==> config.mk <==
export PLATFORM = sky130hd
export DESIGN_NAME = colour_zone_counter
export DESIGN_NICKNAME = d
export VERILOG_FILES = /design/src/rtl/colour_zone_counter.sv
export SDC_FILE = /design/constraint.sdc
export NUM_CORES = 1
export LEC_CHECK = 0
export BUFFER_PORTS_ARGS = -buffer_cell sky130_fd_sc_hd__buf_2
export CAP_MARGIN = 10
export CORE_MARGIN = 10
export CORE_UTILIZATION = 45
export CTS_BUF_LIST = sky130_fd_sc_hd__clkbuf_4 sky130_fd_sc_hd__clkbuf_8 sky130_fd_sc_hd__clkbuf_16
export DETAILED_ROUTE_END_ITERATION = 16
export HOLD_SLACK_MARGIN = 0.06
export PLACE_DENSITY_LB_ADDON = 0.1
export SYNTH_ARGS = -nofsm -noshare
export SYNTH_HDL_FRONTEND = slang
export SYNTH_SLANG_ARGS = --single-unit
==> constraint.sdc <==
create_clock -name clk -period 6.6 [get_ports clk]
set_input_delay 0.66 -clock clk [delete_from_list [all_inputs] [get_ports clk]]
set_output_delay 0.66 -clock clk [all_outputs]
set_load 0.02 [all_outputs]
==> src/rtl/colour_zone_counter.sv <==
// Streaming red-pixel classifier: forwards raw pixels or a binary mask through one
// output register and publishes per-frame red counts for NUM_ZONES vertical strips.
module colour_zone_counter #(
    parameter int IMG_W     = 320,
    parameter int IMG_H     = 240,
    parameter int NUM_ZONES = 4,
    parameter int CNT_W     = 17
) (
    input  logic                       clk,
    input  logic                       reset_n,
    input  logic                       pix_valid,
    output logic                       pix_ready,
    input  logic                       pix_sop,
    input  logic                       pix_eop,
    input  logic [11:0]                pix_data,
    input  logic [3:0]                 upper_thresh,
    input  logic [3:0]                 lower_thresh,
    input  logic                       mask_mode,
    output logic                       out_valid,
    input  logic                       out_ready,
    output logic                       out_sop,
    output logic                       out_eop,
    output logic [11:0]                out_data,
    output logic [NUM_ZONES*CNT_W-1:0] zone_count,
    output logic [CNT_W-1:0]           total_count,
    output logic [2:0]                 max_zone,
    output logic                       result_valid,
    output logic                       frame_error
);

    localparam int ZONE_W = IMG_W / NUM_ZONES;
    localparam int NPIX   = IMG_W * IMG_H;
    localparam int XW     = (IMG_W > 1) ? $clog2(IMG_W) : 1;
    localparam int IW     = $clog2(NPIX + 1);
    localparam int SW     = $clog2(NUM_ZONES + 1);
    localparam logic [IW-1:0] LAST_IDX = IW'(NPIX - 1);

    typedef enum logic [1:0] {S_IDLE, S_ACTIVE, S_REDUCE} state_t;

    state_t                     state_q, state_d;
    logic [XW-1:0]              x_q, x_d;
    logic [IW-1:0]              idx_q, idx_d;
    logic [CNT_W-1:0]           acc_q [NUM_ZONES];
    logic [CNT_W-1:0]           acc_d [NUM_ZONES];
    logic [CNT_W-1:0]           tot_acc_q, tot_acc_d;
    logic [SW-1:0]              scan_q, scan_d;
    logic [CNT_W-1:0]           best_q, best_d;
    logic [2:0]                 best_idx_q, best_idx_d;
    logic                       out_valid_q, out_valid_d;
    logic                       out_sop_q, out_sop_d;
    logic                       out_eop_q, out_eop_d;
    logic [11:0]                out_data_q, out_data_d;
    logic [NUM_ZONES*CNT_W-1:0] zone_count_q, zone_count_d;
    logic [CNT_W-1:0]           total_count_q, total_count_d;
    logic [2:0]                 max_zone_q, max_zone_d;
    logic                       result_valid_q, result_valid_d;
    logic                       frame_error_q, frame_error_d;

    logic                       accept;
    logic                       is_red;
    logic [11:0]                fwd_data;
    logic [XW-1:0]              cur_x;
    logic [IW-1:0]              cur_idx;
    logic [CNT_W-1:0]           cand;
    int                         zone_sel;

    // Gated by reset_n directly so the source sees no ready while reset is held.
    assign pix_ready = reset_n && (state_q != S_REDUCE) && (out_ready || !out_valid_q);
    assign accept    = pix_valid && pix_ready;
    assign is_red    = (pix_data[11:8] >= upper_thresh) && (pix_data[7:4] < lower_thresh)
                    && (pix_data[3:0] < lower_thresh);
    assign fwd_data  = mask_mode ? (is_red ? 12'hFFF : 12'h000) : pix_data;

    always_comb begin
        // NOTE: every combinational output gets a default first so no latch is inferred.
        state_d        = state_q;
        x_d            = x_q;
        idx_d          = idx_q;
        acc_d          = acc_q;
        tot_acc_d      = tot_acc_q;
        scan_d         = scan_q;
        best_d         = best_q;
        best_idx_d     = best_idx_q;
        out_valid_d    = out_ready ? 1'b0 : out_valid_q;
        out_sop_d      = out_sop_q;
        out_eop_d      = out_eop_q;
        out_data_d     = out_data_q;
        zone_count_d   = zone_count_q;
        total_count_d  = total_count_q;
        max_zone_d     = max_zone_q;
        result_valid_d = 1'b0;
        frame_error_d  = 1'b0;

        cur_x   = pix_sop ? '0 : x_q;
        cur_idx = pix_sop ? '0 : idx_q;
        zone_sel = 0;
        for (int z = 1; z < NUM_ZONES; z++) begin
            if (cur_x >= XW'(z * ZONE_W)) zone_sel = z;
        end
        cand = '0;
        for (int z = 0; z < NUM_ZONES; z++) begin
            if (scan_q == SW'(z)) cand = acc_q[z];
        end

        case (state_q)
            S_IDLE, S_ACTIVE: begin
                if (accept && (state_q == S_ACTIVE || pix_sop)) begin
                    out_valid_d = 1'b1;
                    out_sop_d   = pix_sop;
                    out_eop_d   = pix_eop;
                    out_data_d  = fwd_data;
                    if (pix_sop) begin
                        for (int z = 0; z < NUM_ZONES; z++) acc_d[z] = '0;
                        tot_acc_d = '0;
                    end
                    for (int z = 0; z < NUM_ZONES; z++) begin
                        if (is_red && zone_sel == z && acc_d[z] != '1) acc_d[z] = acc_d[z] + 1'b1;
                    end
                    if (is_red && tot_acc_d != '1) tot_acc_d = tot_acc_d + 1'b1;
                    if (state_q == S_ACTIVE && pix_sop) frame_error_d = 1'b1;

                    if (cur_idx > LAST_IDX || (pix_eop && cur_idx != LAST_IDX)) begin
                        // Malformed frame: drop the partial counts, keep published results.
                        frame_error_d = 1'b1;
                        state_d       = S_IDLE;
                        x_d           = '0;
                        idx_d         = '0;
                        for (int z = 0; z < NUM_ZONES; z++) acc_d[z] = '0;
                        tot_acc_d     = '0;
                    end else if (pix_eop) begin
                        state_d = S_REDUCE;
                        scan_d  = '0;
                        x_d     = '0;
                        idx_d   = '0;
                    end else begin
                        state_d = S_ACTIVE;
                        idx_d   = cur_idx + 1'b1;
                        x_d     = (cur_x == XW'(IMG_W - 1)) ? '0 : cur_x + 1'b1;
                    end
                end
            end
            S_REDUCE: begin
                if (scan_q < SW'(NUM_ZONES)) begin
                    // Strict > keeps the lowest index on ties.
                    if (scan_q == '0 || cand > best_q) begin
                        best_d     = cand;
                        best_idx_d = 3'(scan_q);
                    end
                    scan_d = scan_q + 1'b1;
                end else begin
                    for (int z = 0; z < NUM_ZONES; z++) zone_count_d[z*CNT_W +: CNT_W] = acc_q[z];
                    total_count_d  = tot_acc_q;
                    max_zone_d     = best_idx_q;
                    result_valid_d = 1'b1;
                    for (int z = 0; z < NUM_ZONES; z++) acc_d[z] = '0;
                    tot_acc_d      = '0;
                    state_d        = S_IDLE;
                end
            end
            default: state_d = S_IDLE;
        endcase
    end

    always_ff @(posedge clk or negedge reset_n) begin
        if (!reset_n) begin
            state_q        <= S_IDLE;
            x_q            <= '0;
            idx_q          <= '0;
            for (int z = 0; z < NUM_ZONES; z++) acc_q[z] <= '0;
            tot_acc_q      <= '0;
            scan_q         <= '0;
            best_q         <= '0;
            best_idx_q     <= '0;
            out_valid_q    <= 1'b0;
            out_sop_q      <= 1'b0;
            out_eop_q      <= 1'b0;
            out_data_q     <= '0;
            zone_count_q   <= '0;
            total_count_q  <= '0;
            max_zone_q     <= '0;
            result_valid_q <= 1'b0;
            frame_error_q  <= 1'b0;
        end else begin
            // NOTE: sequential state uses non-blocking assignments only.
            state_q        <= state_d;
            x_q            <= x_d;
            idx_q          <= idx_d;
            acc_q          <= acc_d;
            tot_acc_q      <= tot_acc_d;
            scan_q         <= scan_d;
            best_q         <= best_d;
            best_idx_q     <= best_idx_d;
            out_valid_q    <= out_valid_d;
            out_sop_q      <= out_sop_d;
            out_eop_q      <= out_eop_d;
            out_data_q     <= out_data_d;
            zone_count_q   <= zone_count_d;
            total_count_q  <= total_count_d;
            max_zone_q     <= max_zone_d;
            result_valid_q <= result_valid_d;
            frame_error_q  <= frame_error_d;
        end
    end

    assign out_valid    = out_valid_q;
    assign out_sop      = out_sop_q;
    assign out_eop      = out_eop_q;
    assign out_data     = out_data_q;
    assign zone_count   = zone_count_q;
    assign total_count  = total_count_q;
    assign max_zone     = max_zone_q;
    assign result_valid = result_valid_q;
    assign frame_error  = frame_error_q;

endmodule

# After elaboration in Yosys (flattened, before gate mapping)
# Index checks and enable logic that the tools add are counted.
# totals
register_bits,241
wordCells,146
out_inout_bits,106
input_bits,27
# op_classes
mux,54
n_addsub,8
bitwise_logic,1
magnitude_cmp,9
reduce_logical,33
n_eq_ne,21
# ops
operator,n
$mux W68,6
$mux W17,18
$pmux W68 S2,1
$add A17 B1 Y17 const B,6
$ne A17 B17 Y1 const B,6
$eq A32 B3 Y1 const B,2
$mux W9,4
$pmux W17 S2,1
$eq A32 B2 Y1 const B,1
$logic_not A32 Y1,1
$mux W32,1
$mux W12,2
$ge A9 B8 Y1 const B,2
$gt A17 B17 Y1,1
$gt A17 B17 Y1 const B,1
$logic_and A1 B1 Y1,17
$mux W3,4
$ne A2 B2 Y1 const B,6
$mux W1,10
$mux W2,5
$add A9 B1 Y9 const B,1
$eq A9 B9 Y1 const B,1
$ge A9 B7 Y1 const B,1
$lt A4 B4 Y1,2
19 further kinds,26

# Longest topological paths before layout
# depth
word_depth,13
depth_mapped,19
ltp_nobuf,14

# Worst setup path before layout
# Ideal clock, no wire load.
# synth_timing
path_type,input-to-reg
start,input pix_sop
end,register acc_q[1] (netlist bit)
setup_slack_ns,2.381
t_required_ns,6.479
path_stages,16
setup_time_ns,0.121
arrival_ns,4.098
path_buffers,5
cell_sequence,buf_6 > buf_2 > clkbuf_1 > clkbuf_1 > clkbuf_1 > nor2b_1 > ha_1 > and4_1 > and3_1 > and3_1 > and4_1 > ha_1 > or4_1 > nor2_1 > o21ai_0 > a22o_1
# synth_between
elab_chain_cells,12
word_cells_on_any_way,28
cone_classes,add/sub: 1; order compare: 4; eq/ne: 4; mux: 12; reduce/logical: 7
# synth_lines
item,line,rtl
start: declaration,13,"input logic pix_sop,"
$mux W9,94,cur_x = pix_sop ? '0 : x_q;
$ge A9 B7 Y1,98,if (cur_x >= XW'(z * ZONE_W)) zone_sel = z;
$mux W1,98,
$mux W2,98,
$mux W32,98,
$eq A32 B3 Y1,117,if (is_red && zone_sel == z && acc_d[z] != '1) acc_d[z] = acc_d[z] + 1'b1;
$logic_and A1 B1 Y1 (2 in a row),117,
$mux W17,117,
$mux W68,122,if (cur_idx > LAST_IDX || (pix_eop && cur_idx != LAST_IDX)) begin
$mux W68,107,if (accept && (state_q == S_ACTIVE || pix_sop)) begin
$pmux W68 S2,105,case (state_q)
end signal: assignment,188,acc_q <= acc_d;
end: declaration,43,logic [CNT_W-1:0] acc_q [NUM_ZONES];
# Parallel ways exist; a longest one is shown, timed or not. The select of a mux whose other input is x is not followed.
# A chain may end at the register's enable or synchronous reset.

# Worst setup path in the final report
# layout_timing
start,register scan_q[0]
end,register best_q[0]
# layout_between
elab_chain_cells,8
word_cells_on_any_way,12
cone_classes,order compare: 2; eq/ne: 3; mux: 4; reduce/logical: 3
# layout_lines
item,line,rtl
start: declaration,46,"logic [SW-1:0] scan_q, scan_d;"
start signal: assignment,190,scan_q <= scan_d;
$logic_not A3 Y1,102,if (scan_q == SW'(z)) cand = acc_q[z];
$mux W17 (3 in a row),102,
$mux W17 *,102,
net cand[8],64,logic [CNT_W-1:0] cand;
$gt A17 B17 Y1 *,145,if (scan_q == '0 || cand > best_q) begin
$logic_or A1 B1 Y1 *,145,
$reduce_and A3 Y1 (no line) *,-,
end signal: assignment,191,best_q <= best_d;
end: declaration,47,"logic [CNT_W-1:0] best_q, best_d;"
# Mark *: on every way through the listed nets, which the timed path passes. The rest lies on a longest branch.

==> results by group <==
STA
  – RSZ-0062 raised after global routing: no
  – Final Cycle Share: 0.762
  – Final setup vio count: 0
  – Fin crit period: 5.03 ns
  – Achievable frequency: 199 MHz
  – Worst-Margin Slew: between 1 and 1.5 ns
  – Slew HR: 0.142
  – Skew final: 0.0235 ns
  – Slew Limit Fails: 0
  – TNS Setup: 0 ns
  – Hold Vio Cnt, Final: 0

Die
  – Die ar.: 37,600 µm²
  – Rows: 63
  – Die Wd: between 150 and 200 µm
  – Die H: 194 µm
  – Floorplan core area: 29,700 µm²
  – I/O pin total: 133
  – Starting density of the core: 0.458

Global routing
  – Initial antenna violation count: 1
  – First-pass GRT wire length: 70,000 µm
  – Number of global-route vias before repair: roughly 12,000
  – GR Util All Layers: 0.224
  – GRT overflow: 0
  – Largest net degree at the start of global routing: 107

Worst setup path
  – Worst Setup End Kind: flip-flop
  – Most frequent cell on the critical path: ha_1
  – Max Fanout on Critical Path: 23
  – Slowest cell on crit path: nand3_1
  – Max incr delay on CP: 0.81 ns
  – Crit path kind: reg2reg
  – CP cell instances: ha_1, ha_1, clkinv_1, nand3_1, o22ai_1, a31o_2, inv_1, ha_1, a21oi_1, o21ai_0, a221o_1, a21oi_2, buf_4, nor4_1, a311o_1
  – Critical path arrival: 5.46 ns
  – CP Launch Type: flip-flop
  – Req. time, crit path: 7.03 ns

Route
  – DRC violations left: 0
  – Vias/cell: slightly above 6
  – Total wire length: 43,700 µm
  – Drt pass-1 iters: 5
  – Via count of the routed design: 12,600
  – Starting DRT DRC Count: roughly 1,300
  – Wire per inst: 20.9 µm
  – Routed Antenna Nets: 0

Clocking
  – H-tree lvl count: 1
  – Hold buffers post-CTS: 0
  – CTS Buffer Depth: 3
  – Postcts setup bufs: 0
  – Clk slew on worst S/H paths: roughly 0.06 ns
  – Resize count post-CTS: 0
  – CTS Buf Count: 28
  – Clock root buffer: clkbuf_16
  – Skew-Pair Late Insertion Delay: 0.56 ns
  – CTS tree: done
  – # clock sinks: 241

Synth
  – Synth Warn #: 0
  – Largest family of logic cells by synthesized area: simple AND/OR/NAND/NOR gates
  – Mapped Nets: 1,668
  – Synth area leaders: dfrtp_1, nand2_1, ha_1
  – Synth Register Bits: 241
  – Post-synth top cells: nand2_1, dfrtp_1, o21ai_0
  – Top_reg_cell synth: dfrtp_1
  – Post-synth top area share: 0.444
  – Synth Area in Simple Gates: 0.259
  – Mapped cell area: 13,600 µm²
  – Adder-cell share of the synthesized area: 0.0414
  – Largest area contributor in the netlist: dfrtp_1
  – Synthesized instance count: between 1,500 and 2,000
  – Async S/R FF share, synth: 1.00
  – Unique masters post-synth: 74
  – Compound-Gate Fraction of Synth Area: 0.197
  – Mux share of post-synthesis cell area: 0.00294
  – Number of synthesized flops with an enable pin: 0
  – Most frequent cell after synthesis: nand2_1
  – Sequential share of the synthesized area: 0.444
  – Synth Area per Inst: 8.52 µm²
  – Post-synthesis xor/xnor area fraction: 0.00129

Placed design
  – Dpl hpwl: about 30,000 µm
  – Final GP Congestion: approximately 0.96
  – Port Buffers: 132
  – Placed insts: 2,037

Cells and area
  – Antenna Cells: 0
  – Final-layout fill cell count: approximately 2,800
  – Layout cell share with drive strength beyond 1: 0.137
  – Final std cells w/o fill: between 2,000 and 2,500
  – Layout area overhead: 14.4%
  – Final net count: 1,749

Power
  – Combinational Power Share: 0.077
  – Pwr Density: about 230 nW/µm²
  – Clock power frac: 0.487
  – VDD IR-drop max: 0.187 mV
  – Leakage: 7.41 nW
  – Sw power: 0.863 mW
  – Sequential share of power: 0.436
  – Sw Share: 0.244
  – Internal power: ~2.7 mW

Outcome
  – Outcome: complete, no violations

Min path
  – Hold Crit Class: in2async

Flow run
  – Maxcap violations: 0
==> layout make-up <==
cell class                 instances  area [µm²]  area share
timing repair buffer             156         851      0.0547
tap                              390         488      0.0314
clock buffer                      39         808      0.0520
clock inverter                    13         229      0.0147
sequential                       241        6030       0.388
inverter                          81         304      0.0196
multi-input combinational       1169        6840       0.440
==> critical path: cells and delay by family (launching register included) <==
family                   cells  cell delay (ns)
AO/OA/AOI/OAI                7             2.04
adder cells (fa/ha/maj)      3             0.61
buffers and inverters        3             0.92
flip-flops                   1             0.43
AND/OR/NAND/NOR              2             0.89
==> state kept, by name (all words and copies together) (netlist names) <==
signal	count
acc_q	68
best_idx_q	3
best_q	17
frame_error	1
idx_q	17
max_zone	3
out_data	12
out_eop	1
out_sop	1
out_valid	1
result_valid	1
scan_q	3
state_q	2
tot_acc_q	17
total_count	17
x_q	9
zone_count	68
==> power by group through the flow <==
stage	Combinational (mW)	Clock [mW]	Sequential, mW
3_3_place_gp	0.271	0	1.57
5_1_grt	0.301	1.83	1.55
4_1_cts	0.276	1.76	1.55
6_report	0.273	1.72	1.55
2_1_floorplan	0.127	0	1.59
3_5_place_dp	0.274	0	1.57
==> layout by cell type, fill, tap and decap left out, drive strengths merged, types with 6 or more instances in the layout <==
master   netlist  layout
nand2        394     394
nor4          31      31
or3           12      12
o31ai         17      17
a21o          12      12
nand4         26      26
o22ai         18      18
nor2          41      41
ha            45      45
nor3          27      27
clkinv         1       7
and3          26      26
and4          10      10
and4b          8       8
clkbuf        76      39
a41oi          6       6
and2           9       9
a31oi         41      41
o2bb2ai        6       6
nand3         83      83
a21oi         49      49
dfrtp        241     241
nand4b         6       6
bufinv         0       6
o21ai         86      86
a211oi         7       7
a311o         17      17
a31o           9       9
nor2b         30      30
a22o          19      19
nand2b         8       8
o211ai        10      10
o221ai         9       9
nand3b         7       7
a32o          13      13
inv           80      80
or4            6       6
buf           29     156
o311ai        32      32
==> routing by layer <==
layer  routed length [µm]  share of wire  GRT usage  up-vias
met5                   11        0.00025          0        -
met4                 1120          0.026     0.0579        2
met3                 2990          0.068     0.0392       81
met2                20500           0.47      0.362      450
met1                19100           0.44      0.303     6142
li1                     -              -          -     5950
==> per-stage QoR <==
stage | worst slack, ns | hold WS [ns] | power, mW | utilization | area, µm²
after global routing | 1.41 | 0.0990 | 3.68 | 0.523 | 15500
after floorplan | 2.38 | 0.364 | 1.72 | - | 13600
after CTS | 1.70 | 0.0896 | 3.58 | 0.523 | 15500
after global placement | 1.75 | 0.454 | 1.84 | 0.488 | 14500
final | 1.57 | 0.0760 | 3.54 | 0.523 | 15500
after detailed placement | 1.71 | 0.458 | 1.85 | 0.488 | 14500
==> logic make-up (layout without fill, tap and decap cells) <==
kind of cell / after synthesis / in the layout
and+or+nand+nor: 736 / 736
AOI/OAI and AO/OA: 382 / 382
DFF: 241 / 241
buffers and inverters: 186 / 289
adders and majority gates: 45 / 45
muxes: 4 / 4
xor gates and xnor gates: 2 / 2
==> final timing paths <==
kind	startpoint	end	slack (ns)	cells after the start
max in group asynchronous	reset_n	total_count[0]	4.56	3
min in group clk	pix_data[8]	out_data[8]	0.42	3
max reg2reg	scan_q[0]	best_q[0]	1.57	15
min reg2reg	total_count[8]	total_count[8]	0.47	2
max	scan_q[0]	best_q[0]	1.57	15
min	reset_n	acc_q[47]	0.08	1
No activity file was read; power rests on OpenSTA's default activity.
